## src/rtl/invmix_roundkey_ctrl.sv

```systemverilog
// ============================================================================
// Module   : invmix_roundkey_ctrl
// Purpose  : Converts stored AES encryption round keys into decryption keys.
//            Keys are written in reverse order, and the inner keys are passed
//            through an external InvMixColumns block.
// Option   : INVMIX_ZEROIZE_EN clears the key register after each write.
// Revision : 1.0 - initial release
// ============================================================================
`default_nettype none

module invmix_roundkey_ctrl #(
  parameter int NUM_ROUNDS = 14
) (
  input  logic         clk,
  input  logic         rst,
  input  logic         start,
  output logic         busy,
  output logic         done,
  output logic         rk_rd_en,
  output logic [3:0]   rk_rd_addr,
  input  logic [127:0] rk_rd_data,
  output logic [127:0] imc_state_in,
  input  logic [127:0] imc_state_out,
  output logic         dk_wr_en,
  output logic [3:0]   dk_wr_addr,
  output logic [127:0] dk_wr_data
);

  localparam logic [3:0] LAST_IDX = 4'(NUM_ROUNDS);

  typedef enum logic [2:0] {
    IDLE    = 3'd0,
    READ    = 3'd1,
    CAPTURE = 3'd2,
    WRITE   = 3'd3,
    FIN     = 3'd4
  } state_t;

  state_t       state_q, state_d;
  logic [3:0]   idx_q, idx_d;
  logic [127:0] rk_q, rk_d;

  always_ff @(posedge clk) begin
    if (rst) begin
      state_q <= IDLE;
      idx_q   <= 4'd0;
      rk_q    <= 128'd0;
    end else begin
      state_q <= state_d;
      idx_q   <= idx_d;
      rk_q    <= rk_d;
    end
  end

  assign imc_state_in = rk_q;

  always_comb begin
    state_d    = state_q;
    idx_d      = idx_q;
    rk_d       = rk_q;
    busy       = 1'b0;
    done       = 1'b0;
    rk_rd_en   = 1'b0;
    rk_rd_addr = 4'd0;
    dk_wr_en   = 1'b0;
    dk_wr_addr = 4'd0;
    dk_wr_data = 128'd0;

    case (state_q)
      IDLE: begin
        if (start) begin
          state_d = READ;
          idx_d   = 4'd0;
        end
      end

      READ: begin
        busy       = 1'b1;
        rk_rd_en   = 1'b1;
        rk_rd_addr = LAST_IDX - idx_q;
        state_d    = CAPTURE;
      end

      CAPTURE: begin
        busy    = 1'b1;
        rk_d    = rk_rd_data;
        state_d = WRITE;
      end

      WRITE: begin
        busy       = 1'b1;
        dk_wr_en   = 1'b1;
        dk_wr_addr = idx_q;
        // First and last decryption keys skip InvMixColumns
        if ((idx_q == 4'd0) || (idx_q == LAST_IDX)) begin
          dk_wr_data = rk_q;
        end else begin
          dk_wr_data = imc_state_out;
        end
`ifdef INVMIX_ZEROIZE_EN
        rk_d = 128'd0;
`endif
        if (idx_q == LAST_IDX) begin
          state_d = FIN;
        end else begin
          idx_d   = idx_q + 4'd1;
          state_d = READ;
        end
      end

      FIN: begin
        done    = 1'b1;
        state_d = IDLE;
      end

      default: begin
        state_d = IDLE;
      end
    endcase
  end

endmodule

`default_nettype wire

```

## config.mk

```make
export PLATFORM = sky130hd
export DESIGN_NAME = invmix_roundkey_ctrl
export DESIGN_NICKNAME = d
export VERILOG_FILES = /design/src/rtl/invmix_roundkey_ctrl.sv
export SDC_FILE = /design/constraint.sdc
export NUM_CORES = 1
export LEC_CHECK = 0
export ABC_AREA = 1
export CAP_MARGIN = 20
export CORE_AREA = 2 2 207 209
export DETAILED_ROUTE_END_ITERATION = 8
export DIE_AREA = 0 0 209 211
export PLACE_DENSITY = 0.47
export SKIP_CTS_REPAIR_TIMING = 1
export SYNTH_ARGS = -nofsm -noshare
export SYNTH_HDL_FRONTEND = slang
export SYNTH_SLANG_ARGS = --single-unit
export TNS_END_PERCENT = 20
```

## constraint.sdc

```tcl
create_clock -name clk -period 1.7 [get_ports clk]
set_input_delay 0.34 -clock clk [delete_from_list [all_inputs] [get_ports clk]]
set_output_delay 0.34 -clock clk [all_outputs]
set_load 0.02 [all_outputs]
```

==> results of run 1 <==
[power by group through the flow]
stage	logic [mW]	registers (mW)	clock network (mW)
finish	6.09	3.67	3.56
global route	6.49	3.71	3.83
CTS	5.03	3.66	3.71
detailed placement	5.02	3.72	0
global placement	5.02	3.72	0
floorplan	2.14	4.08	0
[final cells by class]
type | instances | share of cell area
Timing Repair Buffer | 651 | 0.440
Inverter | 142 | 0.0358
Tap cell | 539 | 0.0447
Clock inverter | 4 | 0.00315
Antenna cell | 1 | 0.000166
Multi-Input combinational cell | 570 | 0.265
Sequential cell | 135 | 0.180
Clock buffer | 25 | 0.0315
[critical path, cell delays in order (launching register included)]
cell and delay, ps:
dfxtp_2 350, inv_4 50, ha_4 160, nand3_4 110, nand2_8 80, buf_8 140, buf_12 140, buf_12 130
o21ai_0 220, a21oi_2 60, dlymetal6s2s_1 210
[state kept, by name, indices dropped and copies added (netlist names)]
| signal | flops |
|---|---|
| imc_state_in | 128 |
| idx_q | 4 |
| state_q | 3 |
[worst paths after layout]
| path | end | slack [ps] | cells past startpoint |
|---|---|---|---|
| hold reg to reg | imc_state_in[14] | 480 | 2 |
| hold / removal | imc_state_in[14] | 480 | 2 |
| setup / recovery | dk_wr_data[29] | -760 | 10 |
| setup reg to reg | idx_q[1] | 110 | 9 |
[metrics by stage]
stage                     cell area, um^2  setup TNS, ps  cells
after floorplan                      7390          -7670    931
after global placement              13900         -86190   2014
after detailed placement            13900         -89430   2014
after CTS                           14400        -170130   2043
after global routing                15100        -107240   2067
final                               15100         -85730   2067
[metal layers]
metal,track usage,vias up
met5,0,-
met4,0.0606,0
met3,0.0488,43
met2,0.257,328
met1,0.182,3919
li1,-,4316
[synth_stat cells (all sizes together)]
| master | n | area [um^2] |
|---|---|---|
| o21ai | 256 | 1280 |
| a21oi | 260 | 1300 |
| nand2 | 21 | 78.8 |
| ha | 3 | 37.5 |
| buf | 55 | 298 |
| nand4 | 1 | 6.26 |
| dfxtp | 135 | 2700 |
| nand3 | 9 | 55.1 |
| inv | 142 | 533 |
| nor3 | 1 | 5.00 |
| clkbuf | 29 | 116 |
| nor2 | 18 | 75.1 |
| xor2 | 1 | 8.76 |
[kinds of logic after synthesis]
logic type | share of synthesized area
adders and majority gates | 0.00578
buffers and inverters | 0.146
and+or+nand+nor | 0.0339
DFF | 0.416
AOI/OAI and AO/OA | 0.397
xor gates and xnor gates | 0.00135
[cells in the final DEF (no fill, tap or decap), drive strengths merged]
master	Yosys	routed
buf	55	235
dlymetal6s2s	0	9
inv	142	141
o21ai	256	256
nand4	1	1
nand3	9	9
ha	3	3
clkinv	0	3
a21oi	260	260
clkbuf	29	45
nor3	1	1
dfxtp	135	135
nand2	21	21
nor2	18	18
bufinv	0	1
clkdlybuf4s50	0	387
xor2	1	1
diode	0	1
clkinvlp	0	1
==> metrics.txt, run 1 <==
status=complete, but fails checks; failing checks=negative setup slack; layout cell share with drive strength beyond 1=0.319; Filler Cell Count=4323; FF+latch area=2710 um^2; Final nets=1779; Seq/Total Area, Yosys=0.416; Fmax=406 MHz; Setup CP Type=reg -> out; CP Launch Point=idx_q[0]; max-cap viol count=0; drt drc=0; Distinct cells, synth=20; gate count after technology mapping=931; final hold vios=0; CTS tree=yes; final core utilization=0.361; Sw Ratio=0.367; leakage power total=5.57 nW; Tcrit/Tclk final=1.45; FF+latch count, synth=135; synth warn=0; initial drt markers=251; min-delay worst type=reg -> reg; maximum VDD drop=0.540 mV; CTS max path bufs=2; Setup Viol. Count Final=263; grt total ovfl=0; clock power share=0.267; Die W=209 um; worst r2r src=state_q[1]; RSZ-0062 raised after global routing=true; Worst-Margin Slew=351 ps; vias=8606; Hold Slack=485 ps; Syn Nets=1193; Net Sw Power=4.89 mW; CTS H-tree depth=4; wire length on met2=18100 um; Die Height=211 um; post-route ant nets=0; initial antenna violation count=1; CP endpoint kind=output pin; I/O Pins=527; CTS clk-pin slew, worst paths=60 ps; largest net degree at the start of global routing=58; initial core utilization=0.156; GRT Util Overall=0.153; Max Slew Vio Count=0; worst setup margin=-761 ps; Mean Syn Cell Area=6.98 um^2; Mapped Area=6500 um^2; combinational power share=0.457; clock period minus worst slack=2460 ps; sequential power share=0.275; CTS buffer count=17; dpl hpwl=27300 um; CP arrival=2120 ps; worst hold start=imc_state_in[14]; root buffer cell=clkbuf_16; first-pass GRT wire length=51600 um; Multi-input gate area=3990 um^2; Max-Slew Margin vs Limit=0.763; vias in the first global route=8562; detailed-routing wirelength on met1=15300 um; Power Total=13.3 mW; Clock Skew=6.55 ps; Core Region=41800 um^2; CTS Sinks=135; Routed WL=37000 um; area delta synth->final=132%; pwr/cell area=884 nW/um^2; worst skew pair latency=440 ps; drt first pass iters=4; WP data required=1360 ps; top routing layer in use=met4; met3 routed WL=2700 um; Placer Congestion=0.835; Internal=8.44 mW; number of port buffers=526; Setup Slack @ Placement=-769 ps; CP startpoint kind=flop; crit-path max FO=8; DR WL/cell=17.9 um; Die ar.=44100 um^2; placement row count=75; post-DR vias/cell=4.16
Note: power is estimated with default switching activity, not from simulation.
==> inputs of run 2 (changes only) <==
--- a/config.mk
+++ b/config.mk
@@ -6,13 +6,13 @@
 export NUM_CORES = 1
 export LEC_CHECK = 0
 export ABC_AREA = 1
-export CAP_MARGIN = 20
+export CAP_MARGIN = 25
 export CORE_AREA = 2 2 207 209
 export DETAILED_ROUTE_END_ITERATION = 8
 export DIE_AREA = 0 0 209 211
-export PLACE_DENSITY = 0.47
+export PLACE_DENSITY_LB_ADDON = 0.12
 export SKIP_CTS_REPAIR_TIMING = 1
 export SYNTH_ARGS = -nofsm -noshare
 export SYNTH_HDL_FRONTEND = slang
 export SYNTH_SLANG_ARGS = --single-unit
-export TNS_END_PERCENT = 20
+export TNS_END_PERCENT = 30
==> run 2 against run 1 <==
The flow still finishes with violations (negative setup slack). Core utilization up 1.3 points. Worst setup slack worse by 16 ps. Total power rose by 9.7%. Critical endpoint is now dk_wr_data[24]. Largest power group unchanged.
==> metrics.txt, run 2 (synthesis results as in run 1) <==
CTS clk-pin slew, worst paths=60 ps (about the same); max reg flops=128 (unchanged); vias=8619 (+0.15%); CTS tree=yes; initial drt markers=348 (+39%); max-cap viol count=0 (unchanged); root buffer cell=clkbuf_16; sum of negative setup slack=-90490 ps (-4760 ps); most frequent cells in the layout=clkdlybuf4s50_1, o21ai_0, inv_1; CTS H-tree depth=4 (unchanged); dpl hpwl=28500 um (+4.2%); Placer Congestion=0.788 (-5.7%); layout cell share with drive strength beyond 1=0.322 (+0.00343); crit-path max FO=13 (+5); GRT Util Overall=0.159 (+0.00579); post-route ant nets=0 (unchanged); WP data required=1360 ps (about the same); leakage power total=5.90 nW (+6.0%); placed insts=2026 (+0.60%); worst skew pair latency=440 ps (about the same); Routed WL=38200 um (+3.3%); status=complete, but fails checks; placement row count=75 (unchanged); min-delay worst type=reg -> reg; Power Total=14.6 mW (+9.7%); initial antenna violation count=2 (+1); Clock Skew=8.04 ps (+1.49 ps); worst setup margin=-777 ps (-15.6 ps); maximum VDD drop=0.505 mV (-6.6%); Die ar.=44100 um^2 (unchanged); most common cell after layout, fill and taps aside=clkdlybuf4s50_1; largest net degree at the start of global routing=57 (-1.7%); CTS Sinks=135 (unchanged); I/O Pins=527 (unchanged); Core Region=41800 um^2 (unchanged); Die Height=211 um (unchanged); Final nets=1797 (+1.0%); grt total ovfl=0 (unchanged); final hold vios=0 (unchanged); CTS buffer count=17 (unchanged); CTS max path bufs=2 (unchanged); pwr/cell area=935 nW/um^2 (+5.8%); CP startpoint kind=flop; failing checks=negative setup slack; initial core utilization=0.156 (unchanged); area delta synth->final=141%; clock period minus worst slack=2480 ps (+15.6 ps); Setup Viol. Count Final=263 (unchanged); drt drc=0 (unchanged); vias in the first global route=8638 (+0.89%); CP arrival=2140 ps (+20 ps); Filler Cell Count=4374 (+1.2%); CP endpoint kind=output pin; Finished Layout Cells=2088 (+1.0%); first-pass GRT wire length=53200 um (+3.1%); Max Slew Vio Count=0 (unchanged); Setup CP Type=reg -> out; DR WL/cell=18.3 um (+2.3%); Worst-Margin Slew=325 ps (-26.3 ps); Tcrit/Tclk final=1.46 (+0.00919); number of port buffers=526 (unchanged); Fmax=404 MHz (-0.63%); Die W=209 um (unchanged); drt first pass iters=4 (unchanged); RSZ-0062 raised after global routing=true; post-DR vias/cell=4.13 (-0.86%); Max-Slew Margin vs Limit=0.781 (+0.0177)
-- run 2: layout make-up --
type / count / area, um^2 / share of cell area
well taps: 539 / 674 / 0.0431
inverters: 142 / 539 / 0.0345
repair buffers: 669 / 6960 / 0.445
flip-flops and latches: 135 / 2710 / 0.173
clock buffers: 25 / 515 / 0.0330
clock inverters: 7 / 138 / 0.00880
diodes: 1 / 2.50 / 0.000160
multi-input cells: 570 / 4100 / 0.262
-- run 2: report_power, final --
group | switching [mW] | internal (mW) | total (mW)
Sequential | 0.171 | 3.49 | 3.66
Combinational | 3.41 | 3.30 | 6.71
Clock | 1.56 | 2.69 | 4.26
Total | 5.14 | 9.48 | 14.6
-- run 2: routing by layer --
metal | share of wire | track usage
met5 | 0.00065 | 0
met4 | 0.0099 | 0.0409
met3 | 0.059 | 0.0474
met2 | 0.51 | 0.283
met1 | 0.42 | 0.187
-- run 2: through the flow --
step | worst slack, ps | utilization | hold slack [ps] | cell area [um^2]
4_1_cts | -1220 | 0.353 | 486 | 14700
5_1_grt | -863 | 0.374 | 508 | 15600
3_5_place_dp | -729 | 0.337 | 479 | 14100
6_report | -777 | 0.374 | 487 | 15600
2_1_floorplan | -72.5 | - | 409 | 7430
3_3_place_gp | -705 | 0.337 | 475 | 14100
-- run 2: worst paths after layout --
check / from / end / slack (ps) / cells after the start
min reg2reg: imc_state_in[46] / imc_state_in[46] / 490 / 2
max reg2reg: state_q[2] / imc_state_in[18] / 70 / 8
min: imc_state_in[46] / imc_state_in[46] / 490 / 2
max: idx_q[1] / dk_wr_data[24] / -780 / 10
-- run 2: critical path, stage by stage, from the launching register on --
cell and delay, ps:
dfxtp_4 380, inv_4 40, ha_4 150, nand3_4 100, nand2_8 120, buf_4 180, buf_12 140, buf_16 150
o21ai_0 210, a21oi_2 50, buf_2 160
==> inputs of run 3 (changes only) <==
--- a/config.mk
+++ b/config.mk
@@ -8,6 +8,7 @@
 export ABC_AREA = 1
 export CAP_MARGIN = 25
 export CORE_AREA = 2 2 207 209
+export CTS_CLUSTER_SIZE = 28
 export DETAILED_ROUTE_END_ITERATION = 8
 export DIE_AREA = 0 0 209 211
 export PLACE_DENSITY_LB_ADDON = 0.12
==> results of run 3 <==
The final DEF is identical to that of run 2; final timing and power are the same.
